$ cat config.mk
export PLATFORM = sky130hd
export DESIGN_NAME = multicycle_controller
export DESIGN_NICKNAME = d
export VERILOG_FILES = /design/src/rtl/multicycle_controller.sv
export SDC_FILE = /design/constraint.sdc
export NUM_CORES = 1
export LEC_CHECK = 0
export ABC_AREA = 1
export CORE_MARGIN = 3
export CORE_UTILIZATION = 31
export DETAILED_ROUTE_END_ITERATION = 7
export GPL_TIMING_DRIVEN = 0
export HOLD_SLACK_MARGIN = 0.12
export PLACE_DENSITY = 0.76
export REMOVE_ABC_BUFFERS = 1
export SYNTH_ARGS = -nofsm -noshare
export SYNTH_HDL_FRONTEND = slang
export SYNTH_SLANG_ARGS = --single-unit
$ cat constraint.sdc
create_clock -name clk -period 1.3 [get_ports clk]
set_clock_uncertainty 0.1 [all_clocks]
set_input_delay 0.26 -clock clk [delete_from_list [all_inputs] [get_ports clk]]
set_output_delay 0.26 -clock clk [all_outputs]
set_load 0.01 [all_outputs]
$ cat src/rtl/multicycle_controller.sv
// multicycle_controller: multicycle MIPS-subset control FSM (optional JR via MC_JR_EN)
module multicycle_controller #(
  parameter int OPW = 6,
  parameter int FW = 6
) (
  input  logic           clk,
  input  logic           rst,
  input  logic [OPW-1:0] opcode,
  input  logic [FW-1:0]  func,
  input  logic           zero,
  output logic           PCWrite,
  output logic           IorD,
  output logic           MemRead,
  output logic           saveMem,
  output logic           IRWrite,
  output logic [1:0]     RegDst,
  output logic           MemToReg,
  output logic           PCToReg,
  output logic           saveReg,
  output logic           ALUSrcA,
  output logic [1:0]     ALUSrcB,
  output logic [1:0]     ALUOp,
  output logic [1:0]     PCSrc,
  output logic           instrDone,
  output logic           illegalOp,
  output logic [3:0]     state
);
  typedef enum logic [3:0] {
    FETCH, DECODE, MEMADR, MEMRD, MEMWB, MEMWR, REXEC, RWB,
    BRANCH, IEXEC, IWB, JUMP, JALS, JR
  } st_t;
  localparam logic [OPW-1:0] OP_R    = OPW'(6'b000000);
  localparam logic [OPW-1:0] OP_LW   = OPW'(6'b100011);
  localparam logic [OPW-1:0] OP_SW   = OPW'(6'b101011);
  localparam logic [OPW-1:0] OP_BEQ  = OPW'(6'b000100);
  localparam logic [OPW-1:0] OP_BNE  = OPW'(6'b000101);
  localparam logic [OPW-1:0] OP_J    = OPW'(6'b000010);
  localparam logic [OPW-1:0] OP_JAL  = OPW'(6'b000011);
  localparam logic [OPW-1:0] OP_ADDI = OPW'(6'b001000);
  localparam logic [OPW-1:0] OP_SUBI = OPW'(6'b001001);
  localparam logic [OPW-1:0] OP_SLTI = OPW'(6'b001010);
  localparam logic [FW-1:0]  FN_JR   = FW'(6'b001000);
`ifdef MC_JR_EN
  localparam bit JR_EN = 1'b1;
`else
  localparam bit JR_EN = 1'b0;
`endif
  st_t st;
  logic is_mem, is_br, is_imm, is_jr, legal;
  assign is_mem = opcode == OP_LW || opcode == OP_SW;
  assign is_br  = opcode == OP_BEQ || opcode == OP_BNE;
  assign is_imm = opcode == OP_ADDI || opcode == OP_SUBI || opcode == OP_SLTI;
  assign is_jr  = JR_EN && opcode == OP_R && func == FN_JR;
  assign legal  = is_mem || is_br || is_imm || opcode == OP_R || opcode == OP_J || opcode == OP_JAL;
  assign state  = st;
  // state sequencing; the IR keeps opcode stable for the whole instruction
  always_ff @(posedge clk or posedge rst)
    if (rst) st <= FETCH;
    else
      case (st)
        FETCH:  st <= DECODE;
        DECODE: st <= is_mem ? MEMADR :
                      is_jr ? JR :
                      opcode == OP_R ? REXEC :
                      is_br ? BRANCH :
                      is_imm ? IEXEC :
                      opcode == OP_J ? JUMP :
                      opcode == OP_JAL ? JALS : FETCH;
        MEMADR: st <= opcode == OP_LW ? MEMRD : MEMWR;
        MEMRD:  st <= MEMWB;
        REXEC:  st <= RWB;
        IEXEC:  st <= IWB;
        default: st <= FETCH;
      endcase
  // state decode; everything held low while rst is asserted so no write strobe can leak
  always_comb begin
    PCWrite = 1'b0; IorD = 1'b0; MemRead = 1'b0; saveMem = 1'b0; IRWrite = 1'b0;
    RegDst = 2'b00; MemToReg = 1'b0; PCToReg = 1'b0; saveReg = 1'b0; ALUSrcA = 1'b0;
    ALUSrcB = 2'b00; ALUOp = 2'b00; PCSrc = 2'b00; instrDone = 1'b0; illegalOp = 1'b0;
    if (!rst)
      case (st)
        FETCH:  begin MemRead = 1'b1; IRWrite = 1'b1; ALUSrcB = 2'b01; PCWrite = 1'b1; end
        DECODE: begin ALUSrcB = 2'b11; illegalOp = !legal; end
        MEMADR: begin ALUSrcA = 1'b1; ALUSrcB = 2'b10; end
        MEMRD:  begin MemRead = 1'b1; IorD = 1'b1; end
        MEMWB:  begin MemToReg = 1'b1; saveReg = 1'b1; instrDone = 1'b1; end
        MEMWR:  begin saveMem = 1'b1; IorD = 1'b1; instrDone = 1'b1; end
        REXEC:  begin ALUSrcA = 1'b1; ALUOp = 2'b10; end
        RWB:    begin RegDst = 2'b01; saveReg = 1'b1; instrDone = 1'b1; end
        BRANCH: begin ALUSrcA = 1'b1; ALUOp = 2'b01; PCSrc = 2'b01; instrDone = 1'b1; PCWrite = opcode == OP_BNE ? !zero : zero; end
        IEXEC:  begin ALUSrcA = 1'b1; ALUSrcB = 2'b10; ALUOp = opcode == OP_SUBI ? 2'b01 : opcode == OP_SLTI ? 2'b11 : 2'b00; end
        IWB:    begin saveReg = 1'b1; instrDone = 1'b1; end
        JUMP:   begin PCSrc = 2'b10; PCWrite = 1'b1; instrDone = 1'b1; end
        JALS:   begin PCSrc = 2'b10; PCWrite = 1'b1; RegDst = 2'b10; PCToReg = 1'b1; saveReg = 1'b1; instrDone = 1'b1; end
        JR:     if (JR_EN) begin PCSrc = 2'b11; PCWrite = 1'b1; instrDone = 1'b1; end
        default: ;
      endcase
  end
endmodule

Word level (Yosys, flattened, before mapping)
Cells that the tools add are included.

Bits of input ports: 15. Output and inout bits: 23. Register bits after elaboration: 4. Logic and storage cells: 84.

Reductions and logical operators: 21. Eq/ne operators: 21. Muxes and demuxes: 41.

Operators by type and width (count): $mux 4 (6); $pmux 4 s6 (1); $mux 1 (22); $eq 4x4->1 const B (5); $eq 6x4->1 const B (3); $eq 4x3->1 const B (4); $eq 6x2->1 const B (2); $eq 6x3->1 const B (2); $eq 6x6->1 const B (2); $mux 2 (6); $pmux 2 s3 (2); $logic_or 1x1->1 (9); $eq 4x2->1 const B (2); $pmux 2 s2 (2); $reduce_or 2->1 (4); $reduce_or 4->1 (2); $reduce_or 7->1 (1); $logic_not 6->1 (1); $eq 4x1->1 const B (1); $logic_not 4->1 (1); $mux 3 (1); $reduce_or 3->1 (1); $logic_not 1->1 (2); $pmux 1 s2 (1).

Longest topological paths before layout
Gate-level depths: netlist of run 1.

Depth in word-level cells: 10. Gate-level depth with buffers: 6. Gate-level depth less buffers: 6.

Worst setup path after synthesis of run 1
Ideal clock, no wire load.

Kind: register to output. Start point: register st[2], in the netlist state[2]. End point: output port illegalOp. Path buffers: 0. Cell stages (with the launch flop): 6. Setup slack: -297 ps. Data arrival time: 1237 ps. Data required time: 940 ps. Cells stage by stage: dfrtp_1 > nor2_1 > inv_2 > nor3_2 > nand4_1 > nor2_1.

Word-level cells in the longest chain between the ends: 3.

Ends and longest elaborated chain: start: declaration (line 48) `st_t st;`; start signal: assignment (line 62) `DECODE: st <= is_mem ? MEMADR :`; start signal: assignment (line 69) `MEMADR: st <= opcode == OP_LW ? MEMRD : MEMWR;`; $eq 4x1->1 (line 81) `case (st)`; $mux 1 (line 81); $mux 1 (line 80) `if (!rst)`; end: declaration (line 25) `output logic illegalOp,`.

No other way between the ends.

Worst setup path in the final report of run 1
Start point: register st[1], in the netlist state[1]. End point: output port MemRead.

Word-level cells in the longest chain between the ends: 4. Elaborated cells between the ends (all ways): 5. Classes of those cells: eq/ne: 1; mux: 2; reduce/logical: 2.

Ends and longest elaborated chain: $eq 4x2->1 or $logic_not 4->1 (tied branches) (line 81); $reduce_or 2->1 (no line) (*); $mux 1 (*) (line 81); $mux 1 (*) (line 80); end: declaration (line 13) `output logic MemRead,`.

Mark *: on every way between the ends. The rest lies on a longest branch, timed or not.

==> results of run 1 <==
==> final cells by class <==
class | count | share of cell area, %
inverter | 18 | 6.286
tap | 24 | 2.794
timing repair buffer | 42 | 31.32
clock buffer | 3 | 2.095
multi-input combinational | 87 | 47.85
sequential | 4 | 9.662
==> cell usage after synthesis (all sizes together) (2+ instances only) <==
master | count | share of area (%)
a21oi | 8 | 7.1
dfrtp | 4 | 18
inv | 18 | 12
nand2 | 30 | 20
nand3 | 12 | 11
nand4 | 4 | 4.5
nor2 | 26 | 19
o21ai | 2 | 1.8
==> power by group through the flow <==
stage          registers (mW)  logic (mW)  clock network (mW)
2_1_floorplan           0.241       0.419                   0
3_3_place_gp            0.242       0.823                   0
3_5_place_dp            0.239       0.833                   0
4_1_cts                 0.266        1.01               0.155
5_1_grt                 0.281        1.21               0.168
6_report                0.275        1.12               0.154
==> worst max path at each step <==
stage	to	from	slack, ns	cells past startpoint
after floorplan	illegalOp	state[2]	-0.30	5
after global placement	ALUOp[0]	opcode[5]	-1.08	7
after detailed placement	ALUOp[0]	opcode[5]	-1.11	7
after CTS	ALUOp[0]	state[3]	-0.47	7
after global routing	ALUOp[0]	state[3]	-0.58	7
final	MemRead	state[1]	-0.50	4
==> kinds of logic after synthesis <==
| family | share of synthesized area, % |
|---|---|
| compound gates | 12.70 |
| buf+inv | 12.69 |
| flops | 17.82 |
| simple gates | 56.79 |
==> per-layer routing <==
layer  global-route usage, %  part of all wire, %
met1                   21.04                   44
met4                   5.687                    0
met2                   28.67                   47
met5                       0                    0
met3                   7.669                  8.9
==> metrics by stage <==
stage	cells	utilization (%)	hold WS, ns	TNS [ns]
final	178	66.69	0.4600	-7.901
after global placement	164	55.75	0.6750	-17.92
after detailed placement	164	55.75	0.6883	-18.00
after CTS	176	63.66	0.4483	-7.539
after global routing	178	66.69	0.5017	-9.463
after floorplan	109	-	-0.05148	-1.974
==> worst reg2reg max path, delay by kind of cell, from the launching register on <==
kind            cells  cell delay (ns)
compound gates      1             0.11
buf+inv             3             0.34
flops               1             0.42
simple gates        3             0.19
==> what timing repair did <==
| action | 4_1_cts | 5_1_grt |
|---|---|---|
| setup buffers | 8 | 2 |
| hold buffers | 1 | 0 |
| resized for setup | 137 | 13 |
| endpoints found under the setup margin | 27 | 26 |
| endpoints found under the hold margin | 4 | 0 |
| pin swaps | 10 | 11 |
==> results.json, run 1 <==
{
  "initial_core_util_pct": 34.86,
  "num-nets-final": 171,
  "critPathBufInv": 1,
  "ant_nets": 0,
  "holdPathStages": 6,
  "power_density_nw_per_um2": 1442,
  "dp_hpwl_um": 1501,
  "clk_path_buf_depth": 2,
  "grtUsageTotal_pct": 17.72,
  "syn_avg_cell_area_um2": 5.107,
  "p_leak_nw": 0.5791,
  "finalWorstSetupSlack_ns": -0.5034,
  "slew_headroom_pct": 76.30,
  "fill_cells": 146,
  "drcViolationCount": 0,
  "cpLargestDelayFamily": "flip-flops",
  "grt_max_degree": 16,
  "grt_pass1_vias": 777,
  "post-route-cell-area_um2": 1075,
  "numCtsBuffers": 3,
  "cp-start-kind": "flip-flop",
  "final_max_slew_viol_count": 0,
  "cp.arrival_ns": 1.44,
  "reg2reg_slack_ns": 0.02,
  "layout_commonest_cell": "nand2_1",
  "core-area_um2": 1612,
  "clockRootBuffer": "clkbuf_4",
  "p_switching_uw": 775.7,
  "num_rows": 14,
  "ioPinCount": 38,
  "reg2reg_depth": 7,
  "synth_area_um2": 561.8,
  "syn_to_final_growth_pct": 91.31,
  "cts_tree": "yes",
  "wl_um": 2179,
  "viasPerCell": 4.938,
  "dieArea_um2": 2359,
  "finalCritPeriodShare_pct": 138.7,
  "htreeDepth": 1,
  "fp.dieW_um": 48.57,
  "die_h_um": 48.57,
  "finalPower_mw": 1.550,
  "peakVddDrop_mv": 0.9277,
  "antenna_found_initial": 0,
  "critPathMaxFanout": 6,
  "holdPathEnd": "state[2]",
  "clock_latency_ns": 0.24,
  "min-delay-start": "opcode[0]",
  "post_drt_wl_per_cell_um": 12.24,
  "final_cell_mix": "22 x nand2_1, 16 x buf_2, 13 x nor2_1",
  "min_path_type": "input pin to flip-flop",
  "violations": "setup timing",
  "final_layout_size_suffix_gt1_share_pct": 50.65,
  "critPathKind": "flip-flop to output pin",
  "r2r_start": "state[3]",
  "synth_edf_count": 0,
  "drtIter0Drc": 16,
  "slowest_delay_ns": 0.47,
  "finalSetupViolCount": 21,
  "gp_congestion": 0.9162,
  "via_count": 879,
  "crit_chain": "nor2_4 -> nand2_1 -> a21oi_1 -> clkdlybuf4s15_2",
  "clock_sinks": 4,
  "swShare_pct": 50.05,
  "hold_violations": 0,
  "diodes": 0,
  "first_pass_iters": 4,
  "ys_types": 16,
  "synth_flop_cell": "dfrtp_1",
  "timing.max_cap.violations": 0,
  "status": "finished, violations left",
  "regArea_um2": 103.9,
  "synthCells": 110,
  "rsz0062_at_grt": "true",
  "grt_pass1_wl_um": 3381,
  "fin_crit_ns": 1.803,
  "tightestPinTransition_ns": 0.3555,
  "multiInputGateArea_um2": 514.2,
  "largest_reg_flops": 4,
  "comb_power_share_pct": 72.3,
  "yosysWarnings": 0,
  "worstSetupEndpointType": "output pin",
  "cpMaxStageDelayCell": "dfrtp_2",
  "clkPwrFrac_pct": 9.9,
  "grt.overflow.total": 0,
  "ys_ff_latch": 4,
  "yosysSeqAreaShare_pct": 17.82,
  "intPower_uw": 774.1,
  "p_seq_share_pct": 17.7,
  "r2r_end": "state[1]",
  "dp_slack_ns": -1.106,
  "async_flop_share_pct": 100.0,
  "worstPathRequired_ns": 0.94,
  "clk_pin_slew_ns": 0.03,
  "port_buffers": 31,
  "fmax_ghz": 0.5545,
  "dpl_cell_area_um2": 898.4
}
Power figures use the tool's default switching activity.
==> run 2, diff against run 1 <==
--- a/config.mk
+++ b/config.mk
@@ -7,11 +7,13 @@
 export LEC_CHECK = 0
 export ABC_AREA = 1
 export CORE_MARGIN = 3
-export CORE_UTILIZATION = 31
+export CORE_UTILIZATION = 32
+export CTS_BUF_LIST = sky130_fd_sc_hd__clkbuf_8
+export CTS_CLUSTER_DIAMETER = 60
 export DETAILED_ROUTE_END_ITERATION = 7
 export GPL_TIMING_DRIVEN = 0
 export HOLD_SLACK_MARGIN = 0.12
-export PLACE_DENSITY = 0.76
+export PLACE_DENSITY = 0.78
 export REMOVE_ABC_BUFFERS = 1
 export SYNTH_ARGS = -nofsm -noshare
 export SYNTH_HDL_FRONTEND = slang
==> constraint.sdc (replaced) <==
create_clock -name clk -period 1.55 [get_ports clk]
set_clock_uncertainty 0.1 [all_clocks]
set_input_delay 0.31 -clock clk [delete_from_list [all_inputs] [get_ports clk]]
set_output_delay 0.31 -clock clk [all_outputs]
set_load 0.01 [all_outputs]
==> results.json, run 2 (same netlist as run 1, synthesis figures left out) <==
{
  "status": "finished, violations left",
  "violations": "setup timing",
  "tightestPinTransition_ns": 0.3962,
  "layout_commonest_cell": "nand2_1",
  "numCtsBuffers": 3,
  "hold_violations": 0,
  "fill_cells": 119,
  "syn_to_final_growth_pct": 109.4,
  "worstPathRequired_ns": 1.14,
  "critPathMaxFanout": 4,
  "clock_latency_ns": 0.22,
  "rsz0062_at_grt": "true",
  "worstSetupEndpointType": "output pin",
  "grtUsageTotal_pct": 21.21,
  "regArea_um2": 105.1,
  "initial_core_util_pct": 35.63,
  "die_h_um": 47.90,
  "power_density_nw_per_um2": 1342,
  "ctsHoldBuffers": 0,
  "finalCritPeriodShare_pct": 123.7,
  "ioPinCount": 38,
  "dp_hpwl_um": 1453,
  "finalSetupViolCount": 20,
  "p_seq_share_pct": 15.3,
  "p_switching_uw": 755.4,
  "crit_chain": "buf_6 -> nor2_4 -> buf_6 -> nand2_4 -> nand2_2 -> nand2_2 -> a21oi_2 -> buf_2",
  "multiInputGateArea_um2": 538.0,
  "peakVddDrop_mv": 1.059,
  "cts_tree": "yes",
  "diodes": 0,
  "final_cell_mix": "19 x nand2_1, 18 x buf_2, 18 x buf_4",
  "grt_max_degree": 16,
  "antenna_found_initial": 0,
  "cpMaxStageDelayCell": "dfrtp_2",
  "dieArea_um2": 2294,
  "gp_congestion": 0.9164,
  "ant_nets": 0,
  "post_drt_wl_per_cell_um": 14.73,
  "viasPerCell": 5.286,
  "timing.max_cap.violations": 0,
  "htreeDepth": 1,
  "wl_um": 2681,
  "clock_sinks": 4,
  "setup_tns_ns": -4.746,
  "first_pass_iters": 4,
  "final_max_slew_viol_count": 0,
  "cp-start-kind": "flip-flop",
  "clk_pin_slew_ns": 0.03,
  "finalWorstSetupSlack_ns": -0.3675,
  "cp.arrival_ns": 1.51,
  "comb_power_share_pct": 70.8,
  "min_path_type": "input pin to async pin",
  "swShare_pct": 47.87,
  "grt.overflow.total": 0,
  "intPower_uw": 822.7,
  "port_buffers": 31,
  "slowest_delay_ns": 0.44,
  "grt_pass1_vias": 858,
  "whs_ns": 0.2124,
  "reg2reg_depth": 11,
  "clk_path_buf_depth": 2,
  "fin_crit_ns": 1.918,
  "largest_reg_flops": 4,
  "slew_headroom_pct": 73.58,
  "p_leak_nw": 0.6821,
  "critPathKind": "flip-flop to output pin",
  "final_layout_size_suffix_gt1_share_pct": 55.42,
  "drtIter0Drc": 22,
  "clockRootBuffer": "clkbuf_8",
  "fp.dieW_um": 47.90,
  "num_rows": 14,
  "via_count": 962,
  "clkPwrFrac_pct": 13.9,
  "core-area_um2": 1577,
  "finalPower_mw": 1.578,
  "grt_pass1_wl_um": 3477,
  "drcViolationCount": 0,
  "num-nets-final": 183,
  "fmax_ghz": 0.5215
}
==> run 2: changes by cell type in the layout (fill, tap and decap cells not counted), sizes merged <==
cell | previous run | this run
buf | 28 | 41
clkdlybuf4s15 | 6 | 2
dlygate4sd2 | 5 | 10
dlygate4sd3 | 1 | 0
dlymetal6s2s | 1 | 0
==> run 2: layer usage <==
layer,GRT usage (%),part of all wire [%],vias up
li1,-,-,467
met1,21.83,40,447
met2,37.47,52,44
met3,7.519,5.7,4
met4,10.75,1.9,0
met5,0,0,-
==> run 2: power by group through the flow <==
| stage | clock network [mW] | registers [mW] | logic [mW] |
|---|---|---|---|
| after floorplan | 0 | 0.202 | 0.351 |
| after global placement | 0 | 0.199 | 0.689 |
| after detailed placement | 0 | 0.200 | 0.692 |
| after CTS | 0.223 | 0.230 | 0.917 |
| after global routing | 0.232 | 0.243 | 1.19 |
| final | 0.219 | 0.242 | 1.12 |
==> run 2: critical path, delay by kind of cell (launching register included) <==
kind	cells	cell delay, ns
flops	1	0.44
simple gates	4	0.33
buf+inv	3	0.41
compound gates	1	0.11
==> run 2: worst paths after layout <==
check / startpoint / end / slack, ns
setup / recovery: state[3] / ALUOp[1] / -0.37
hold reg to reg: state[1] / state[3] / 0.61
hold / removal: rst / state[3] / 0.21
min in group clk: opcode[3] / state[1] / 0.55
max in group asynchronous: rst / state[2] / 0.96
setup reg to reg: state[2] / state[1] / -0.19
==> run 2: what timing repair did <==
item / 4_1_cts / 5_1_grt
pin swaps: 18 / 13
setup buffers: 17 / 6
gates resized for setup: 135 / 13
endpoints found under the setup margin: 23 / 21
==> run 2: final cells by class <==
cell class | count | share of cell area (%)
sequential | 4 | 8.936
timing repair buffer | 54 | 34.15
multi-input combinational | 87 | 45.74
tap | 16 | 1.702
inverter | 18 | 5.957
clock buffer | 3 | 3.511
==> run 2: metrics by stage <==
| stage | cells | utilization [%] | worst slack (ns) | cell area [µm²] |
|---|---|---|---|---|
| 3_5_place_dp | 156 | 56.35 | -0.9474 | 888.4 |
| 2_1_floorplan | 109 | - | -0.09748 | 558.0 |
| 4_1_cts | 176 | 69.52 | -0.2922 | 1096 |
| 6_report | 182 | 74.60 | -0.3675 | 1176 |
| 5_1_grt | 182 | 74.60 | -0.4091 | 1176 |
| 3_3_place_gp | 156 | 56.35 | -0.9314 | 888.4 |
